$ cat src/rtl/disp_pkg.sv
// Shared definitions for the multi-field 7-segment display sequencer:
// display modes, FSM states, segment patterns and a parameter-check helper.
package disp_pkg;

   typedef enum logic [1:0] {
      MODE_UDEC = 2'b00,
      MODE_HEX  = 2'b01,
      MODE_SDEC = 2'b10,
      MODE_RSVD = 2'b11   // decodes as unsigned decimal
   } mode_e;

   typedef enum logic [1:0] {
      IDLE,
      LOAD,
      SHIFT,
      STORE
   } state_e;

   localparam logic [6:0] MINUS     = 7'h40;
   localparam logic [6:0] BLANK_SEG = 7'h00;

   // bit0 = segment a ... bit6 = segment g, active-high
   localparam logic [6:0] DIGIT_SEG [16] = '{
      7'h3F, 7'h06, 7'h5B, 7'h4F, 7'h66, 7'h6D, 7'h7D, 7'h07,
      7'h7F, 7'h6F, 7'h77, 7'h7C, 7'h39, 7'h5E, 7'h79, 7'h71
   };

   function automatic logic [63:0] ipow(input int unsigned base, input int unsigned e);
      logic [63:0] r;
      r = 64'd1;
      for (int unsigned i = 0; i < e; i++) r = r * 64'(base);
      return r;
   endfunction

endpackage

$ cat src/rtl/seg7_digit.sv
// One 7-segment digit encoder: minus overrides blank, blank overrides the value.
module seg7_digit
   import disp_pkg::*;
(
   input  logic [3:0] value,
   input  logic       blank,
   input  logic       minus,
   output logic [6:0] seg
);

   always_comb begin
      if (minus)      seg = MINUS;
      else if (blank) seg = BLANK_SEG;
      else            seg = DIGIT_SEG[value];
   end

endmodule

$ cat src/rtl/field_display_seq.sv
// Sweeps NFIELD binary fields through one shared shift/add-3 converter and
// latches their encoded 7-segment digits, re-sweeping whenever {dip,mode} change.
module field_display_seq
   import disp_pkg::*;
#(
   parameter int NFIELD = 2,
   parameter int FW     = 5,
   parameter int NDIG   = 3,
   parameter int BLANK  = 1
) (
   input  logic                     clk,
   input  logic                     reset,
   input  logic [NFIELD*FW-1:0]     dip,
   input  logic [1:0]               mode,
   output logic [NFIELD*NDIG*7-1:0] display,
   output logic                     busy,
   output logic                     done
);

   localparam int IW = (NFIELD > 1) ? $clog2(NFIELD) : 1;
   localparam int CW = $clog2(FW + 1);
   localparam int DW = NDIG * 4;
   localparam logic [IW-1:0] LAST_IDX = IW'(NFIELD - 1);
   localparam logic [CW-1:0] FW_CNT   = CW'(FW);

   if (ipow(10, NDIG) <= (64'd1 << FW)) begin : g_bad_udec
      $error("NDIG decimal digits cannot hold an unsigned FW-bit field");
   end
   if (ipow(10, NDIG - 1) < (64'd1 << (FW - 1))) begin : g_bad_sdec
      $error("NDIG-1 decimal digits cannot hold a signed FW-bit magnitude");
   end
   if (4 * NDIG < FW) begin : g_bad_hex
      $error("NDIG hex digits cannot hold an FW-bit field");
   end

   state_e                 state, state_nxt;
   logic [NFIELD*FW-1:0]   snap_dip;
   logic [1:0]             snap_mode;
   logic                   snap_valid;
   logic [IW-1:0]          idx;
   logic [FW-1:0]          sr;
   logic [DW-1:0]          bcd, bcd_adj;
   logic [CW-1:0]          bitcnt;
   logic                   neg;
   logic                   changed, is_hex, is_signed;
   logic [FW-1:0]          field;
   logic [NDIG*7-1:0]      enc;
   logic [NDIG-1:0]        blank_d, minus_d;

   assign changed   = !snap_valid || (dip != snap_dip) || (mode != snap_mode);
   assign is_hex    = (mode_e'(snap_mode) == MODE_HEX);
   assign is_signed = (mode_e'(snap_mode) == MODE_SDEC);
   assign field     = snap_dip[idx*FW +: FW];
   assign busy      = (state != IDLE);

   always_ff @(posedge clk) begin
      if (reset) state <= IDLE;
      else       state <= state_nxt;
   end

   // NOTE: every variable assigned in always_comb gets a default first so no latch is inferred.
   always_comb begin
      state_nxt = state;
      case (state)
         IDLE:    if (changed) state_nxt = LOAD;
         LOAD:    state_nxt = SHIFT;
         SHIFT:   if (bitcnt == CW'(1)) state_nxt = STORE;
         STORE:   state_nxt = (idx == LAST_IDX) ? IDLE : LOAD;
         default: state_nxt = IDLE;
      endcase
   end

   always_comb begin
      bcd_adj = bcd;
      if (!is_hex) begin
         for (int k = 0; k < NDIG; k++) begin
            if (bcd[k*4 +: 4] >= 4'd5) bcd_adj[k*4 +: 4] = bcd[k*4 +: 4] + 4'd3;
         end
      end
   end

   // NOTE: sequential state uses non-blocking assignments; the display register is
   // reset explicitly because it is a visible output, not scratch storage.
   always_ff @(posedge clk) begin
      if (reset) begin
         snap_dip   <= '0;
         snap_mode  <= '0;
         snap_valid <= 1'b0;
         idx        <= '0;
         sr         <= '0;
         bcd        <= '0;
         bitcnt     <= '0;
         neg        <= 1'b0;
         display    <= '0;
         done       <= 1'b0;
      end else begin
         done <= 1'b0;
         case (state)
            IDLE: begin
               if (changed) begin
                  snap_dip   <= dip;
                  snap_mode  <= mode;
                  snap_valid <= 1'b1;
                  idx        <= '0;
               end
            end
            LOAD: begin
               bcd    <= '0;
               bitcnt <= FW_CNT;
               neg    <= is_signed && field[FW-1];
               sr     <= (is_signed && field[FW-1]) ? -field : field;
            end
            SHIFT: begin
               {bcd, sr} <= {bcd_adj, sr} << 1;
               bitcnt    <= bitcnt - CW'(1);
            end
            STORE: begin
               display[idx*NDIG*7 +: NDIG*7] <= enc;
               if (idx == LAST_IDX) done <= 1'b1;
               else                 idx  <= idx + IW'(1);
            end
            default: ;
         endcase
      end
   end

   // Leading-zero blanking looks at all digits from position k upward.
   for (genvar k = 0; k < NDIG; k++) begin : g_digit
      if (k == 0) begin : g_lsd
         assign blank_d[k] = 1'b0;
      end else begin : g_upper
         assign blank_d[k] = (BLANK != 0) && (bcd[DW-1:k*4] == '0);
      end
      assign minus_d[k] = (k == NDIG - 1) && neg;

      seg7_digit u_digit (
         .value (bcd[k*4 +: 4]),
         .blank (blank_d[k]),
         .minus (minus_d[k]),
         .seg   (enc[k*7 +: 7])
      );
   end

endmodule

$ cat config.mk
export PLATFORM = sky130hd
export DESIGN_NAME = field_display_seq
export DESIGN_NICKNAME = d
export VERILOG_FILES = /design/src/rtl/disp_pkg.sv /design/src/rtl/seg7_digit.sv /design/src/rtl/field_display_seq.sv
export SDC_FILE = /design/constraint.sdc
export NUM_CORES = 1
export LEC_CHECK = 0
export ABC_CLOCK_PERIOD_IN_PS = 4580
export CAP_MARGIN = 20
export CORE_MARGIN = 1.5
export CORE_UTILIZATION = 55
export DETAILED_ROUTE_END_ITERATION = 8
export PLACE_DENSITY = 0.86
export SLEW_MARGIN = 30
export SYNTH_ARGS = -nofsm -noshare
export SYNTH_HDL_FRONTEND = slang
export SYNTH_SLANG_ARGS = --single-unit
export TNS_END_PERCENT = 100
$ cat constraint.sdc
create_clock -name clk -period 4.58 [get_ports clk]
set_clock_uncertainty 0.1 [all_clocks]
set_input_delay 0.916 -clock clk [delete_from_list [all_inputs] [get_ports clk]]
set_output_delay 0.916 -clock clk [all_outputs]
set_load 0.1 [all_outputs]
Word-level counts from Yosys, hierarchy flattened
Memory sizes are Yosys's and may differ from the RTL's.
Cells that the tools add are included.
{ "totals": {"output_inout_bits": 44, "mem_count": 3, "input_bits": 14, "rom_bits": 336, "register_bits": 80, "elab_cells": 87} }
{ "op_classes": {"n_shift": 3, "multipliers": 3, "muxes": 26, "magnitude_cmp": 6, "eq_ne": 10, "n_bitwise": 4, "n_addsub": 7, "reduce_logical": 14} }
{ "memory_table": {"columns": ["memory", "words", "width", "read_ports", "rd_ports_with_merged_regs", "write_ports", "line", "text"], "rows": [
  ["(no name shown)", 16, 7, 1, 0, 0, "seg7_digit.sv:14", "else seg = DIGIT_SEG[value];"],
  ["(no name shown)", 16, 7, 1, 0, 0, "seg7_digit.sv:14", null],
  ["(no name shown)", 16, 7, 1, 0, 0, "seg7_digit.sv:14", null]
]} }
{ "ops": {"columns": ["cell", "n"], "rows": [
  ["7-bit 2-to-1 mux", 9],
  ["42-bit bitwise mux", 1],
  ["21-bit by 34-bit variable shift with 42-bit output (first input constant)", 1],
  ["21-bit by 34-bit indexed part select with 42-bit output", 1],
  ["6-bit negation with 34-bit output", 1],
  ["12-bit case mux with 2 select lines", 1],
  ["5-bit >= comparator (second input constant)", 3],
  ["4-bit NOT with 5-bit output", 3],
  ["4-bit by 3-bit >= comparator with 1-bit output (second input constant)", 3],
  ["11-bit 2-to-1 mux", 1],
  ["10-bit != test", 1],
  ["5-bit case mux with 2 select lines", 1],
  ["10-bit by 5-bit indexed part select with 5-bit output", 1],
  ["4-bit by 2-bit adder with 4-bit output (second input constant)", 2],
  ["8-bit logical NOT", 1],
  ["4-bit 2-to-1 mux", 2],
  ["2-bit case mux with 4 select lines", 1],
  ["2-bit equality test (second input constant)", 3],
  ["3-bit by 3-bit multiplier with 6-bit output (second input constant)", 1],
  ["3-bit case mux with 2 select lines", 1],
  ["2-bit AND reduction", 3],
  ["2-bit nonzero test", 3],
  ["5-bit 2-to-1 mux", 1],
  ["5-bit negation", 1],
  ["20 further kinds", 27]
]} }

Longest topological paths before layout
{ "logic_depth": {"ltp_word": 8, "mapped_depth": 8, "ltp_nobuf": 7} }

Cells and area by module
A second synthesis with hierarchy kept.
{ "unflattened": {"hier_cells": 555, "hier_area_um2": 4433.0} }
{ "by_module_without_submodules": {"columns": ["module", "seq_area_each_um2", "area_per_inst_um2", "n_inst", "cells_each"], "rows": [
  ["field_display_seq", 1601.5, 3567.2, 1, 438],
  ["seg7_digit at g_digit[1].u_digit ...", 0.0, 282.8, 2, 40],
  ["seg7_digit at g_digit[0].u_digit", 0.0, 300.3, 1, 37]
]} }

Worst setup path before layout
OpenSTA, ideal clock, no wires.
{ "synth_timing": {"path_type": "reg-to-output", "start": "register state[0]", "end": "output port busy", "stages_incl_launch_ff": 5, "t_arrival_ns": 1.415, "slack_ns": 2.149, "required_time_ns": 3.564, "path_buffers": 1, "path_cell_list": "dfxtp_1 > inv_1 > ha_1 > clkbuf_1 > inv_1"} }
{ "synth_between": {"elab_chain_len": 1} }
{ "synth_lines": {"columns": ["item", "line", "text"], "rows": [
  ["from (decl)", "field_display_seq.sv:36", "state_e state, state_nxt;"],
  ["from (signal assigned)", "field_display_seq.sv:58", "else state <= state_nxt;"],
  ["2-bit nonzero test", "field_display_seq.sv:54", "assign busy = (state != IDLE);"],
  ["to (decl)", "field_display_seq.sv:16", "output logic busy,"]
]} }
Every way passes these cells.

Worst setup path in the final report
Same ends and word-level chain as after synthesis.

==> flow_summary.ini <==
[worst_setup_path]
critPathKind = reg2out
worstPathArrival_ns = 2.40
required_ns = 3.56
cp-end-kind = output port
path_max_fanout = 7
start_kind = register

[layout]
final_net_count = 631
diodes = 0
final_util = 0.674
mostFrequentLayoutCells = 91 x nand2_1, 80 x dfxtp_1, 66 x a21oi_1
areaGrowthSynthToFinish_pct = 18.9
drive_above_1_share = 0.0438
final.fill_count = 621
final_common_cell = nand2_1

[logic_synthesis]
synthCells = 556
netlist_area_um2 = 4380
yosys_register_bits = 80
yosys_most_used_dff = dfxtp_1
synth_edf_count = 0
synth_cell_types = 48
synth.avg_cell_area_um2 = 7.88
yosysSeqAreaShare = 0.366
synthArstFlopShare = 0
synth_nets = 598
yosys_warnings = 0

[clock_network]
clockBufferDepth = 2
cts_setup_buffers = 0
postCtsHoldBufs = 0
cts_buffers = 9
h-tree-depth = 3
cts_root_buffer = clkbuf_8
clkSinkCount = 80
post_cts_resize_count = 0
clock_latency_ns = 0.36
clkSlewWorstSetupHoldPaths_ns = 0.08
cts_tree = yes

[placed_design]
dp_hpwl_um = 6990
numPortBuffers = 57
gp_congestion = 0.875

[timing]
hold_viol_final = 0
slew_viol_final = 0
slew_headroom = 0.342
finalSetupViolCount = 0
rsz0062_at_grt = false
fin_crit_sh = 0.746
clock.fmax_mhz = 293
finalSetupTns_ns = 0
worst_pin_slew_ns = 0.984
min_period_ns = 3.42

[drt]
avgViaCountPerCell = 5.67
route.detailed.drc = 0
routedWlPerCell_um = 14.3
drtIter0Drc = 327
routed_wirelength_um = 9950
final_antenna_net_count = 0
vias = 3941
first_pass_iters = 5

[grt]
grt_pass1_vias = 3576
track_usage = 0.247
grt_start_max_net_pins = 63
grt.overflow.total = 0
grt_pass1_wl_um = 16900
antenna_found_initial = 0

[die]
io_pins = 58
coreArea_um2 = 7730
die_x_um = 92.3
initial_core_util = 0.567
rows = 32
die_area_um2 = 8510
die_y_um = 92.3

[power]
ir_drop_uv = 260
power_density_nw_per_um2 = 433
leakagePower_nw = 1.87

[run_status]
status = complete, no violations

[run]
drv_cap = 0

[min_path]
hold_path.class = reg2reg
## final timing paths
kind / start / end / slack [ns] / depth (start not counted)
worst max register to register: state[0] / bcd[6] / 1.55 / 6
worst min register to register: display[2] / display[2] / 0.36 / 2
worst max-delay path: state[0] / busy / 1.16 / 4
worst min-delay path: display[2] / display[2] / 0.36 / 2
## per-layer routing
metal | track usage | share of wire
met2 | 0.427 | 0.50
met5 | 0 | 0
met4 | 0.0679 | 0.012
met1 | 0.309 | 0.44
met3 | 0.0539 | 0.044
## state kept, by name, summed over array words and instances (netlist names)
signal and count:
bcd 12, bitcnt 3, display 42, done 1, idx 1, neg 1, snap_dip 10, snap_mode 2
snap_valid 1, sr 5, state 2
## stage by stage
step                      hold slack, ns  std cells  power [mW]  area, um^2  setup WS, ns
after floorplan                    0.340        556        1.42        4380          2.15
after global placement             0.343        680        1.54        4940          1.45
after detailed placement           0.347        680        1.57        4940          1.40
after CTS                          0.358        695        2.26        5210          1.15
after global routing               0.381        695        2.37        5210          1.08
final                              0.358        695        2.26        5210          1.16
## Yosys cell counts, types with 5 or more instances
cell type  number  area [um^2]
dfxtp_1        80         1600
xor2_1          5         43.8
inv_1          24         90.1
nand2_1        91          342
o21ai_0        25          125
nor3_1         11         55.1
a21oi_1        66          330
nor3b_1         5         37.5
ha_1           28          350
mux2i_1        24          240
xnor2_1         5         43.8
a211oi_1       18          135
nor2_1         50          188
nand2b_1       28          175
clkbuf_1       33          124
## worst max-delay path, stage by stage (launching register included)
cell	delay, ns
dfxtp_1	0.41
inv_1	0.11
ha_1	0.32
inv_1	0.08
clkdlybuf4s50_1	1.12
## where the power goes
group	internal, mW	switching, mW
clock network	0.430	0.261
registers	0.777	0.0779
logic	0.231	0.479
total	1.44	0.818
## area by class of cell
| class | instances | area (um^2) | share of cell area |
|---|---|---|---|
| multi-input combinational | 413 | 2530 | 0.486 |
| sequential | 80 | 1600 | 0.307 |
| timing repair buffer | 60 | 591 | 0.113 |
| clock buffer | 10 | 138 | 0.0264 |
| clock inverter | 5 | 129 | 0.0247 |
| tap | 102 | 128 | 0.0245 |
| inverter | 25 | 93.8 | 0.0180 |
## cell families (layout without fill, tap and decap cells)
family / count (synthesis) / count (layout) / synth area share
AO/OA/AOI/OAI: 136 / 136 / 0.185
flip-flops: 80 / 80 / 0.366
AND/OR/NAND/NOR: 210 / 210 / 0.220
multiplexers: 29 / 29 / 0.0728
XOR/XNOR: 10 / 10 / 0.0200
buffers and inverters: 63 / 100 / 0.0568
adder cells (fa/ha/maj): 28 / 28 / 0.0800
(Power assumes the default switching activity.)
